--- config.mk ---
export PLATFORM = sky130hd
export DESIGN_NAME = mp_add_seq
export DESIGN_NICKNAME = d
export VERILOG_FILES = /design/src/rtl/mp_add_seq.sv
export SDC_FILE = /design/constraint.sdc
export NUM_CORES = 1
export LEC_CHECK = 0
export ABC_AREA = 1
export BUFFER_PORTS_ARGS = -buffer_cell sky130_fd_sc_hd__buf_2
export CAP_MARGIN = 20
export CORE_ASPECT_RATIO = 0.8
export CORE_MARGIN = 8
export CORE_UTILIZATION = 25
export DETAILED_ROUTE_END_ITERATION = 16
export SETUP_SLACK_MARGIN = 0.15
export SYNTH_ARGS = -nofsm -noshare
export SYNTH_HDL_FRONTEND = slang
export SYNTH_SLANG_ARGS = --single-unit
--- constraint.sdc ---
create_clock -name clk -period 5.45 [get_ports clk]
set_input_delay 1.09 -clock clk [delete_from_list [all_inputs] [get_ports clk]]
set_output_delay 1.09 -clock clk [all_outputs]
set_load 0.05 [all_outputs]
--- src/rtl/mp_add_seq.sv ---
// mp_add_seq: multi-precision add/subtract sequencer.
// One combinational 8-bit Brent-Kung adder is reused over NBYTES cycles,
// least-significant byte first, with the carry held in carry_r between bytes.
// Optional feature macro: MPADD_SUB_EN (enables the subtract path on input sub).
module mp_add_seq #(
    parameter int NBYTES = 4
) (
    input  logic                  clk,
    input  logic                  rst,
    input  logic                  start_valid,
    output logic                  start_ready,
    input  logic [8*NBYTES-1:0]   op_a,
    input  logic [8*NBYTES-1:0]   op_b,
    input  logic                  cin,
    input  logic                  sub,
    output logic                  res_valid,
    input  logic                  res_ready,
    output logic [8*NBYTES-1:0]   result,
    output logic                  cout,
    output logic                  ovf
);

    localparam int W  = 8 * NBYTES;
    localparam int KW = $clog2(NBYTES);
    localparam logic [KW-1:0] K_LAST = KW'(NBYTES - 1);

    typedef enum logic [1:0] {
        IDLE = 2'b00,
        RUN  = 2'b01,
        DONE = 2'b10
    } state_t;

    state_t          state_r;
    state_t          state_s;
    logic [W-1:0]    a_r;
    logic [W-1:0]    b_r;
    logic            carry_r;
    logic [KW-1:0]   k_r;

    logic [W-1:0]    b_load_s;
    logic            carry_load_s;
    logic [KW+2:0]   bit_idx_s;
    logic [7:0]      byte_a_s;
    logic [7:0]      byte_b_s;
    logic [7:0]      sum_s;
    logic            carry_out_s;
    logic            carry7_s;
    logic            last_s;
    logic            accept_s;

    // 8-bit Brent-Kung adder: returns {carry_out, sum}. The carry-in is folded
    // into the bit-0 generate so the prefix tree yields every carry directly.
    function automatic logic [8:0] bk_add8(input logic [7:0] a,
                                           input logic [7:0] b,
                                           input logic       ci);
        logic [7:0] g;
        logic [7:0] p;
        logic [7:0] c;
        logic g0c, g10, g32, p32, g54, p54, g76, p76;
        logic g30, g74, p74, g70, g50, g20, g40, g60;
        g   = a & b;
        p   = a ^ b;
        g0c = g[0] | (p[0] & ci);
        // up-sweep
        g10 = g[1] | (p[1] & g0c);
        g32 = g[3] | (p[3] & g[2]);
        p32 = p[3] & p[2];
        g54 = g[5] | (p[5] & g[4]);
        p54 = p[5] & p[4];
        g76 = g[7] | (p[7] & g[6]);
        p76 = p[7] & p[6];
        g30 = g32 | (p32 & g10);
        g74 = g76 | (p76 & g54);
        p74 = p76 & p54;
        g70 = g74 | (p74 & g30);
        // down-sweep
        g50 = g54 | (p54 & g30);
        g20 = g[2] | (p[2] & g10);
        g40 = g[4] | (p[4] & g30);
        g60 = g[6] | (p[6] & g50);
        c   = {g60, g50, g40, g30, g20, g10, g0c, ci};
        return {g70, p ^ c};
    endfunction

`ifdef MPADD_SUB_EN
    // Operand B / carry seed at accept: subtract is A + ~B + 1, cin ignored.
    always_comb begin
        if (sub) begin
            b_load_s     = ~op_b;
            carry_load_s = 1'b1;
        end else begin
            b_load_s     = op_b;
            carry_load_s = cin;
        end
    end
`else
    // Add-only build: sub has no function and B is loaded unmodified.
    logic unused_sub_s;
    assign unused_sub_s = sub;
    assign b_load_s     = op_b;
    assign carry_load_s = cin;
`endif

    // Select byte k of both operands and run it through the shared adder.
    always_comb begin
        bit_idx_s              = {k_r, 3'b000};
        byte_a_s               = a_r[bit_idx_s +: 8];
        byte_b_s               = b_r[bit_idx_s +: 8];
        {carry_out_s, sum_s}   = bk_add8(byte_a_s, byte_b_s, carry_r);
        carry7_s               = byte_a_s[7] ^ byte_b_s[7] ^ sum_s[7];
        last_s                 = (k_r == K_LAST);
        accept_s               = (state_r == IDLE) && start_valid;
    end

    // Next-state logic of the IDLE -> RUN -> DONE sequencer.
    always_comb begin
        state_s = state_r;
        case (state_r)
            IDLE: begin
                if (start_valid) state_s = RUN;
                else             state_s = IDLE;
            end
            RUN: begin
                if (last_s) state_s = DONE;
                else        state_s = RUN;
            end
            DONE: begin
                if (res_ready) state_s = IDLE;
                else           state_s = DONE;
            end
            default: state_s = IDLE;
        endcase
    end

    // State register; handshake outputs are registered from the next state.
    always_ff @(posedge clk) begin
        if (rst) begin
            state_r     <= IDLE;
            start_ready <= 1'b1;
            res_valid   <= 1'b0;
        end else begin
            state_r     <= state_s;
            start_ready <= (state_s == IDLE);
            res_valid   <= (state_s == DONE);
        end
    end

    // Operand latch, byte-serial accumulation and final flag capture.
    always_ff @(posedge clk) begin
        if (rst) begin
            a_r     <= '0;
            b_r     <= '0;
            carry_r <= 1'b0;
            k_r     <= '0;
            result  <= '0;
            cout    <= 1'b0;
            ovf     <= 1'b0;
        end else begin
            case (state_r)
                IDLE: begin
                    if (accept_s) begin
                        a_r     <= op_a;
                        b_r     <= b_load_s;
                        carry_r <= carry_load_s;
                        k_r     <= '0;
                        result  <= '0;
                        cout    <= 1'b0;
                        ovf     <= 1'b0;
                    end
                end
                RUN: begin
                    result[bit_idx_s +: 8] <= sum_s;
                    carry_r                <= carry_out_s;
                    if (last_s) begin
                        // k saturates on the top byte; the next accept clears it
                        cout <= carry_out_s;
                        ovf  <= carry_out_s ^ carry7_s;
                    end else begin
                        k_r <= k_r + KW'(1);
                    end
                end
                DONE: begin
                    // result, cout and ovf hold until the next accept
                end
                default: begin
                    carry_r <= 1'b0;
                end
            endcase
        end
    end

endmodule
==> run summary, run 1 <==
In the final routed layout, each cell accounts on average for 14.9 um. Buffers added to address setup during post-CTS repair amount to 0. The startpoint identified for the worst register-to-register timing path is k_r[0].

The critical path goes through inv_1, buf_4, nand2_1, a32o_1, fa_1, inv_1, nand2_1, nand2_1, nand2_1, o21bai_1, inv_1, fa_1, xnor2_1, nand2_1, nor2_1, nand2_1, a21oi_1. The final number of hold-violating endpoints is 0. In this run the worst path has a maximum fanout of 25.

Port buffering added 104 buffers. The slowest stage of the critical path is the sky130_fd_sc_hd__inv_1 cell. The number of synthesized flops with an enable pin is 0. For this design the total switching power over the nets is 0.000600 W.

The worst register-to-register path has a depth of 17. The area of the die came out at 0.0230 mm^2. The tools report the minimum setup slack among reg-to-reg paths as 1.77 ns.

Worst setup slack after layout: 1.77 ns. The die is 168 um wide. The worst pin sits at a relative slew slack of 39.0%.

The arrival time reported for the critical path endpoint is 3.96 ns. The final-stage net count was 793; the critical path's largest stage delay was 0.51 ns. Most common cell in the netlist: sky130_fd_sc_hd__nor2_1.

Per report_power, the combinational group accounts for 21.8% of the total. The H-tree generated during clock tree synthesis spans 3 levels. The tool flagged a number of max-cap violations equal to 0. The via-per-instance ratio was 4.53. The tools report the final worst clock skew as 0.00937 ns. Ranked by total cell area, the synthesized netlist is headed by sky130_fd_sc_hd__dfxtp_1 (46%), sky130_fd_sc_hd__nor2_1 (13%), sky130_fd_sc_hd__o21ai_0 (9.6%), sky130_fd_sc_hd__nand2_1 (7.4%), sky130_fd_sc_hd__a21oi_1 (4.7%).

Averaged over all synthesized cells, the footprint is 7.36 um^2. Once the floorplan was initialized, standard cells occupied 25.5% of the core. For the number of global-route vias before repair, the log shows 4,103. The type of the tightest min-delay check was reg -> reg. The tree is rooted in a sky130_fd_sc_hd__clkbuf_16.

The repair_antennas step left the layout with diodes totalling 0. The first global-routing pass estimated 22,400 um of wire. The finished cells cover 0.00559 mm^2. The number of nets with antenna violations after detailed routing was 0; the share of async-settable or async-resettable flops after synthesis was 0%. The tools report the combined global-route utilization of all metal layers as 12.4%. STA classifies the critical path startpoint as a flip-flop. Setup violations remaining at the end of the flow were counted as 0. The clock-pin transition on the worst setup and hold timing paths is 0.07 ns. The endpoint class of the critical path is a flip-flop.

The total overflow left after global routing is 0. The count of boundary I/O pins was 106; the via count was 4,270. For the aggregate negative setup slack, the log shows 0 ns. Compared with the post-synthesis result, the final layout area differs by 21.6%. Summed over all layers, the routed wires come to 14,000 um. Sequential cells account for 44.2% of the total power. By instance count, the cell type seen most on the critical path is sky130_fd_sc_hd__nand2_1. The first detailed-routing pass took 5 iterations. The tools report the number of pins with negative max-slew slack in the final report as 0. Of the total synthesized cell area, the portion taken by XOR and XNOR cells is 0.572%.

Derived from the worst setup path, the maximum achievable clock frequency is 271 MHz. Buffers inserted to repair hold after CTS numbered 0. Sorting the synthesized cells by how often they occur yields sky130_fd_sc_hd__nor2_1 (162), sky130_fd_sc_hd__dfxtp_1 (105), sky130_fd_sc_hd__nand2_1 (90), sky130_fd_sc_hd__o21ai_0 (88), sky130_fd_sc_hd__a21oi_1 (43).

The clock passes through at most 2 buffers. Synthesis inferred 105 register bits. Of the cells placed in the final design, the portion with a size suffix greater than 1 is 20.2%.

The synthesized netlist occupies a cell area of 0.00460 mm^2. Of all cell types, the one taking the most synthesized area is sky130_fd_sc_hd__dfxtp_1. Sequential elements use 45.7% of the synthesized area. The share of the synthesized area in compound gates (AO/OA/AOI/OAI) is 17.6%. Worst IR drop on VDD: 0.000127 V.

After synthesis, the largest family of logic cells by area is simple AND/OR/NAND/NOR gates. Counting the buffers created by CTS gives 9. The net switching share of the total power is 31.4%. The tools report the clock latency on the worst-skew pair as 0.36 ns. Entering global routing, the biggest net connects 68 pins.

Counting distinct cell types in the post-synthesis netlist gives 31. TritonCTS built the clock tree. The HPWL after detailed placement was 10,300 um. CTS saw 105 sinks. Post-route fraction of the period consumed by the critical path: 67.6%.

The worst path in the final design needs a cycle of 3.68 ns, including I/O delays and setup. The number of nets in the synthesized netlist is 709. The leakage power total is 2.47 nW.

The number of design rule violations left after detail routing came out at 0. The layout has 2,002 filler cells. For this run, the number of Yosys warnings is 0. Setup repair after global routing left no endpoint under its margin. In this run, placement finished with an instance count of 926. The tools report the initial antenna violation count as 0. After the flow finishes, the layout carries non-filler instances totaling 942. Clock group share of total power: 33.9%.

The total power divided by cell area is 342 mW/mm^2, and the placement row count is 44. The placement-stage worst setup slack came out at 1.79 ns. The run finished with clean final reports. The number of instances in the synthesized netlist came out at 624. The simple logic cell fraction of the synthesized area works out to 25.2%.

The tools report the destination of the critical timing path as result[31]. At the end of routability-driven placement, the weighted congestion stood at 0.821. For this run, the leading register cell type out of synthesis is sky130_fd_sc_hd__dfxtp_1. The worst endpoint required time was 5.73 ns; the end-of-flow core utilization was 31.0%. The critical path in this run is classified as reg -> reg. In this run the worst setup path begins at k_r[0]. The worst register-to-register path ends at result[31].

The die boundary height came out at 137 um. DRC marker count from the first detailed-route iteration: 428. Post-CTS repair changed the size of 0 cells.

Pin slew with the least headroom to its limit: 0.916 ns. The core region is 0.0181 mm^2. After synthesis, the share of cell area in mux cells is 0%. The adder and majority gate portion of the synthesized area was 4.90%.

The internal power of the cells came out at 0.00131 W. Summing all placed instances gives a cell area of 0.00528 mm^2. The synthesized design devotes to its leading area cell type 45.7% of total area.
cell type report:
| cell class | count | area [um^2] | share of cell area [%] |
|---|---|---|---|
| Timing Repair Buffer | 110 | 578 | 10.3 |
| Inverter | 29 | 111 | 1.99 |
| Tap cell | 230 | 288 | 5.15 |
| Clock buffer | 9 | 225 | 4.03 |
| Multi-Input combinational cell | 453 | 2220 | 39.7 |
| Clock inverter | 6 | 66.3 | 1.19 |
| Sequential cell | 105 | 2100 | 37.6 |
how the worst min path moves through the flow:
stage / start / to / slack [ns] / depth (start not counted)
after floorplan: a_r[11] / a_r[11] / 0.47 / 2
after global placement: result[28] / result[28] / 0.45 / 2
after detailed placement: result[4] / result[4] / 0.45 / 2
after CTS: result[4] / result[4] / 0.46 / 2
after global routing: result[1] / result[1] / 0.47 / 2
final: result[8] / result[8] / 0.46 / 2
per-layer routing:
layer	part of all wire [%]	wire length, um	global-route usage [%]	vias to the layer above
li1	-	-	-	2205
met1	54	7560	18.4	1942
met2	40	5600	17.1	114
met3	5.4	759	3.64	9
met4	0.69	96	2.67	0
met5	0	0	0	-
power by group through the flow:
stage	clock, W	combinational, W	sequential, W
global route	0.000695	0.000473	0.000851
finish	0.000648	0.000417	0.000845
global placement	0	0.000414	0.000862
CTS	0.000663	0.000418	0.000845
detailed placement	0	0.000416	0.000862
floorplan	0	0.000268	0.000876
stage by stage:
stage / total power (W) / hold WS [ns]
after floorplan: 0.00114 / 0.470
after global placement: 0.00128 / 0.447
after detailed placement: 0.00128 / 0.451
after CTS: 0.00193 / 0.461
after global routing: 0.00202 / 0.472
final: 0.00191 / 0.460
worst max-delay path: cells and delay by family, from the launching register on:
| kind | cells | cell delay (ns) |
|---|---|---|
| DFF | 1 | 0.31 |
| AOI/OAI and AO/OA | 3 | 0.50 |
| and+or+nand+nor | 7 | 0.55 |
| adders and majority gates | 2 | 0.87 |
| xor gates and xnor gates | 1 | 0.37 |
| buffers and inverters | 4 | 1.00 |
cell families after synthesis:
kind of cell,after synthesis
simple gates,283
flops,105
compound gates,152
xor+xnor,3
fa+ha+maj,15
buf+inv,66
sequential cells by signal (all words and copies together), names as in the netlist:
name and count:
ovf 1, carry_r 1, cout 1, b_r 32, result 32, start_ready 1, k_r 2, res_valid 1
a_r 32, state_r 2
placed cells by master (no fill, tap or decap), types with 2 or more instances in the layout:
cell type                   instances
sky130_fd_sc_hd__clkinv_2           2
sky130_fd_sc_hd__nor3_1             4
sky130_fd_sc_hd__o22ai_1           10
sky130_fd_sc_hd__buf_4              5
sky130_fd_sc_hd__nand2_2            3
sky130_fd_sc_hd__a21oi_1           43
sky130_fd_sc_hd__dfxtp_1          105
sky130_fd_sc_hd__ha_1              10
sky130_fd_sc_hd__buf_2            104
sky130_fd_sc_hd__o21ai_0           88
sky130_fd_sc_hd__inv_1             23
sky130_fd_sc_hd__a32o_1             2
sky130_fd_sc_hd__xnor2_1            2
sky130_fd_sc_hd__nor2_1           162
sky130_fd_sc_hd__nand3_1           14
sky130_fd_sc_hd__or2_2              2
sky130_fd_sc_hd__a22oi_1            2
sky130_fd_sc_hd__inv_6              2
sky130_fd_sc_hd__a32oi_1            4
sky130_fd_sc_hd__nor2_4             4
sky130_fd_sc_hd__clkbuf_16          9
sky130_fd_sc_hd__nand2_1           90
sky130_fd_sc_hd__fa_1               5
sky130_fd_sc_hd__inv_2              5
Note: power is estimated with default switching activity, not from simulation.
==> run 2, diff against run 1 <==
--- a/config.mk
+++ b/config.mk
@@ -5,7 +5,7 @@
 export SDC_FILE = /design/constraint.sdc
 export NUM_CORES = 1
 export LEC_CHECK = 0
-export ABC_AREA = 1
+export ABC_AREA = 0
 export BUFFER_PORTS_ARGS = -buffer_cell sky130_fd_sc_hd__buf_2
 export CAP_MARGIN = 20
 export CORE_ASPECT_RATIO = 0.8
==> constraint.sdc (replaced) <==
create_clock -name clk -period 3.65 [get_ports clk]
set_input_delay 0.73 -clock clk [delete_from_list [all_inputs] [get_ports clk]]
set_output_delay 0.73 -clock clk [all_outputs]
set_load 0.05 [all_outputs]
==> run 2 against run 1 <==
Against the previous run:
- clock skew is 0.0023 ns higher
- power increased by 40%
- sequential share of layout area is 0.17 points higher
- critical path depth is 6 lower
- register-to-register slack worse by 1.3 ns
- clock power increased by 67%
- die area shrank 2.0%
- cell area decreased by 0.40%
- largest power group unchanged
==> run summary, run 2 <==
The number of antenna diodes was 0 (unchanged). The clock latency on the worst-skew pair is 0.36 ns (about the same), and the total length of routed met2 wires is 5470 um (was 5600 um). The highest layer used for signal routing is met4 (unchanged). The logs give 31.4% (was 39.0%) for the relative max-transition margin and 3,648 (was 4,270) for the via count.

The final wirelength was 12,600 um (was 14,000 um); the parity-gate share of the synthesized area counting xor and xnor cells was 0.585% (was 0.572%). Average routed wire per standard cell: 15.3 um (was 14.9 um). The type of the tightest min-delay check was reg -> reg (unchanged). The share of async-settable or async-resettable flops after synthesis came out at 0% (unchanged). The tools report the sink count of the clock tree as 105 (unchanged). The tools report the number of warnings issued by yosys as 0 (unchanged). The run gives 0 (unchanged) as the buffers inserted during post-CTS setup optimization.

Most frequent cells after synthesis: sky130_fd_sc_hd__nand2_1 (135), sky130_fd_sc_hd__dfxtp_1 (105), sky130_fd_sc_hd__a21oi_1 (71), sky130_fd_sc_hd__nor2_1 (38), sky130_fd_sc_hd__a22oi_1 (33) (was sky130_fd_sc_hd__nor2_1 (162), sky130_fd_sc_hd__dfxtp_1 (105), sky130_fd_sc_hd__nand2_1 (90), sky130_fd_sc_hd__o21ai_0 (88), sky130_fd_sc_hd__a21oi_1 (43)). The combined global-route utilization of all metal layers was 11.3% (was 12.4%); the final global-route overflow total was 0 (unchanged). The level count of the clock H-tree is 3 (unchanged), and the final worst clock skew is 0.0117 ns (was 0.00937 ns). Commonest cells after routing, fill and taps aside: sky130_fd_sc_hd__nand2_1 (135), sky130_fd_sc_hd__dfxtp_1 (104), sky130_fd_sc_hd__buf_2 (103) (was sky130_fd_sc_hd__nor2_1 (162), sky130_fd_sc_hd__dfxtp_1 (105), sky130_fd_sc_hd__buf_2 (104)). The final non-filler cell area was 0.00557 mm^2 (was 0.00559 mm^2). The pin slew with the least headroom to its limit was 1.03 ns (was 0.916 ns).

The run finished with clean final reports. The initial antenna violation count is 0 (unchanged). Starting density of the core: 25.1% (was 25.5%). The area added between synthesis and finish is 23.9% (was 21.6%), and the aggregate negative setup slack is 0 ns (unchanged). The die boundary height was 136 um (was 137 um); the clock-pin transition on the worst setup and hold timing paths was 0.07 ns (about the same). Average size of a mapped cell: 8.99 um^2 (was 7.36 um^2).

The endpoint class of the critical path was a flip-flop (unchanged). Top cells by area in the synthesized netlist: sky130_fd_sc_hd__dfxtp_1 (47%), sky130_fd_sc_hd__nand2_1 (11%), sky130_fd_sc_hd__mux4_2 (8.0%), sky130_fd_sc_hd__a21oi_1 (7.9%), sky130_fd_sc_hd__a22oi_1 (5.5%) (was sky130_fd_sc_hd__dfxtp_1 (46%), sky130_fd_sc_hd__nor2_1 (13%), sky130_fd_sc_hd__o21ai_0 (9.6%), sky130_fd_sc_hd__nand2_1 (7.4%), sky130_fd_sc_hd__a21oi_1 (4.7%)). The number of register bits inferred by synthesis was 105 (unchanged).

The maximum fanout along the worst path works out to 7 (was 25). The final setup violation count is 0 (unchanged). The category of the worst setup path launch point was a flip-flop (unchanged). The count of different cell masters after synthesis is 38 (was 31), and the arrival time reported for the critical path endpoint is 3.49 ns (was 3.96 ns).

The total iterations of the first detailed-routing run is 4 (was 5). Met3 wirelength from detailed routing: 651 um (was 759 um). The tools report the number of nets with antenna violations after detailed routing as 0 (unchanged). For the worst hold margin, the log shows 0.452 ns (was 0.460 ns). Post-route fraction of the period consumed by the critical path: 87.7% (was 67.6%). The DRC marker count from the first detailed-route iteration is 212 (was 428), and the number of I/O port buffers is 104 (unchanged).

Post-synthesis cell area: 0.00449 mm^2 (was 0.00460 mm^2). The tools report the number of buffers added by the clock tree synthesis step as 9 (unchanged). The die width came out at 166 um (was 168 um). The type of the worst setup path is reg -> reg (unchanged).

The total power divided by cell area works out to 481 mW/mm^2 (was 342 mW/mm^2). Most common cell after layout, fill and taps aside: sky130_fd_sc_hd__nand2_1 (was sky130_fd_sc_hd__nor2_1). Setup repair after global routing left no endpoint under its margin.

The max-cap check violation count was 0 (unchanged). The leakage power total is 2.31 nW (was 2.47 nW), and the part of the Yosys area used for sequential elements is 46.8% (was 45.7%). The run gives 673 (was 793) as the final-stage net count. The number of synthesized flops with an enable pin is 0 (unchanged).

Biggest registers after layout: a_r (32), b_r (32), result (32) (unchanged). The HPWL after detailed placement came out at 9080 um (was 10,300 um). The run gives 0 (unchanged) as the final number of hold-violating endpoints. Number of pins with negative max-slew slack in the final report: 0 (unchanged).

The run gives 106 (unchanged) as the count of boundary I/O pins. The tools report the total of fill cells in the finished design as 1,920 (was 2,002). The standard cell area after detailed placement is 0.00520 mm^2 (was 0.00528 mm^2), and the number of global-route vias before repair is 3,671 (was 4,103). Simple logic cell fraction of the synthesized area: 19.3% (was 25.2%).

The share of post-route cells with drive strength above 1 works out to 25.5% (was 20.2%). The clock period minus final worst setup slack was 3.20 ns (was 3.68 ns). The area of the die was 0.0226 mm^2 (was 0.0230 mm^2).

The adder and majority gate portion of the synthesized area came out at 5.01% (was 4.90%). Cell chosen for the clock root: sky130_fd_sc_hd__clkbuf_16 (unchanged). The number of buffers on the longest clock path was 2 (unchanged). Placement row count: 44 (unchanged). The via-per-instance ratio works out to 4.43 (was 4.53).

The total nets after synthesis was 585 (was 709). The tools report the number of instances in the synthesized netlist as 500 (was 624). TritonCTS built the clock tree. Multiplexer area fraction after synthesis: 8.02% (was 0%).

Largest family of logic cells by synthesized area: simple AND/OR/NAND/NOR gates (unchanged). The share of the synthesized area in compound gates (AO/OA/AOI/OAI) works out to 15.5% (was 17.6%). The most common cell in the netlist was sky130_fd_sc_hd__nand2_1 (was sky130_fd_sc_hd__nor2_1). The first-pass GRT wire length was 19,900 um (was 22,400 um); the worst IR drop on VDD was 0.000198 V (was 0.000127 V).

The commonest register cell after synthesis was sky130_fd_sc_hd__dfxtp_1 (unchanged). The worst endpoint required time was 3.94 ns (was 5.73 ns). The area of the placeable core came out at 0.0179 mm^2 (was 0.0181 mm^2). The tools report the routed metal-1 wire length as 6350 um (was 7560 um). The share of Yosys cell area claimed by the top area cell type was 46.8% (was 45.7%); the last weighted congestion value of the routability-driven placer was 0.769 (was 0.821). For the number of design rule violations left after detail routing, the log shows 0 (unchanged). The number of buffers inserted by hold repair at cts is 0 (unchanged).

Cell type with the largest total area after synthesis: sky130_fd_sc_hd__dfxtp_1 (unchanged). The logs give 0 (unchanged) for the post-cts sizing count and 312 MHz (was 271 MHz) for the maximum achievable frequency. The tools report the maximum number of pins on one net before global-route repair as 109 (was 68).
## run 2: cell types whose count changed after synthesis, sizes merged, moves of 6 or more
cell    before  now
o22ai       10    0
clkbuf      19   13
a21oi       43   71
nor2       167   38
nand2b       0    6
inv         29   12
mux4         0   16
a22oi        2   33
o21ai       89    4
nand3       14    1
nand2       94  135
## run 2: through the flow
stage / utilization (%) / total power, W / std cells / setup slack (ns)
finish: 31.1 / 0.00268 / 823 / 0.447
global route: 31.1 / 0.00280 / 823 / 0.193
CTS: 31.0 / 0.00271 / 822 / 0.258
detailed placement: 29.1 / 0.00162 / 806 / 0.284
global placement: 29.1 / 0.00162 / 806 / 0.290
floorplan: - / 0.00149 / 500 / 0.482
## run 2: power breakdown
group	internal [W]	switching, W	leakage, nW
clock network	0.000617	0.000467	0.164
registers	0.00120	0.0000330	0.858
logic	0.000136	0.000226	1.29
## run 2: worst max-delay path: stages (launching register included)
cell	delay, ns
sky130_fd_sc_hd__dfxtp_2	0.47
sky130_fd_sc_hd__mux4_2	0.56
sky130_fd_sc_hd__fa_1	0.39
sky130_fd_sc_hd__inv_1	0.07
sky130_fd_sc_hd__fa_1	0.19
sky130_fd_sc_hd__nand2b_1	0.16
sky130_fd_sc_hd__nand2b_1	0.07
sky130_fd_sc_hd__a21o_1	0.19
sky130_fd_sc_hd__fa_1	0.38
sky130_fd_sc_hd__xor2_1	0.41
sky130_fd_sc_hd__a22oi_1	0.13
sky130_fd_sc_hd__nor2_1	0.11
## run 2: layer usage
layer  global-route usage, %  vias up
li1                        -     1873
met1                    15.3     1682
met2                    16.9       86
met3                    3.66        7
met4                    3.02        0
met5                       0        -
## run 2: area by class of cell
type | instances | area (um^2) | share of cell area (%)
sequential | 105 | 2100 | 37.8
inverter | 12 | 45.0 | 0.809
clock buffer | 9 | 225 | 4.05
timing repair buffer | 112 | 616 | 11.1
tap | 230 | 288 | 5.17
clock inverter | 7 | 109 | 1.96
multi-input combinational | 348 | 2180 | 39.2
## run 2: cells by family (layout without fill, tap and decap cells)
family                   Yosys count  after routing
AO/OA/AOI/OAI                    117            117
XOR/XNOR                           3              3
adder cells (fa/ha/maj)           15             15
buffers and inverters             47            140
flip-flops                       105            105
multiplexers                      16             16
AND/OR/NAND/NOR                  197            197
## run 2: path summary, 6_finish.rpt
| path | start | endpoint | slack, ns | cells past startpoint |
|---|---|---|---|---|
| worst max-delay path | k_r[0] | result[5] | 0.45 | 11 |
| worst min-delay path | a_r[27] | a_r[27] | 0.45 | 2 |
| worst max register to register | k_r[0] | result[5] | 0.45 | 11 |
| worst min register to register | a_r[27] | a_r[27] | 0.45 | 2 |
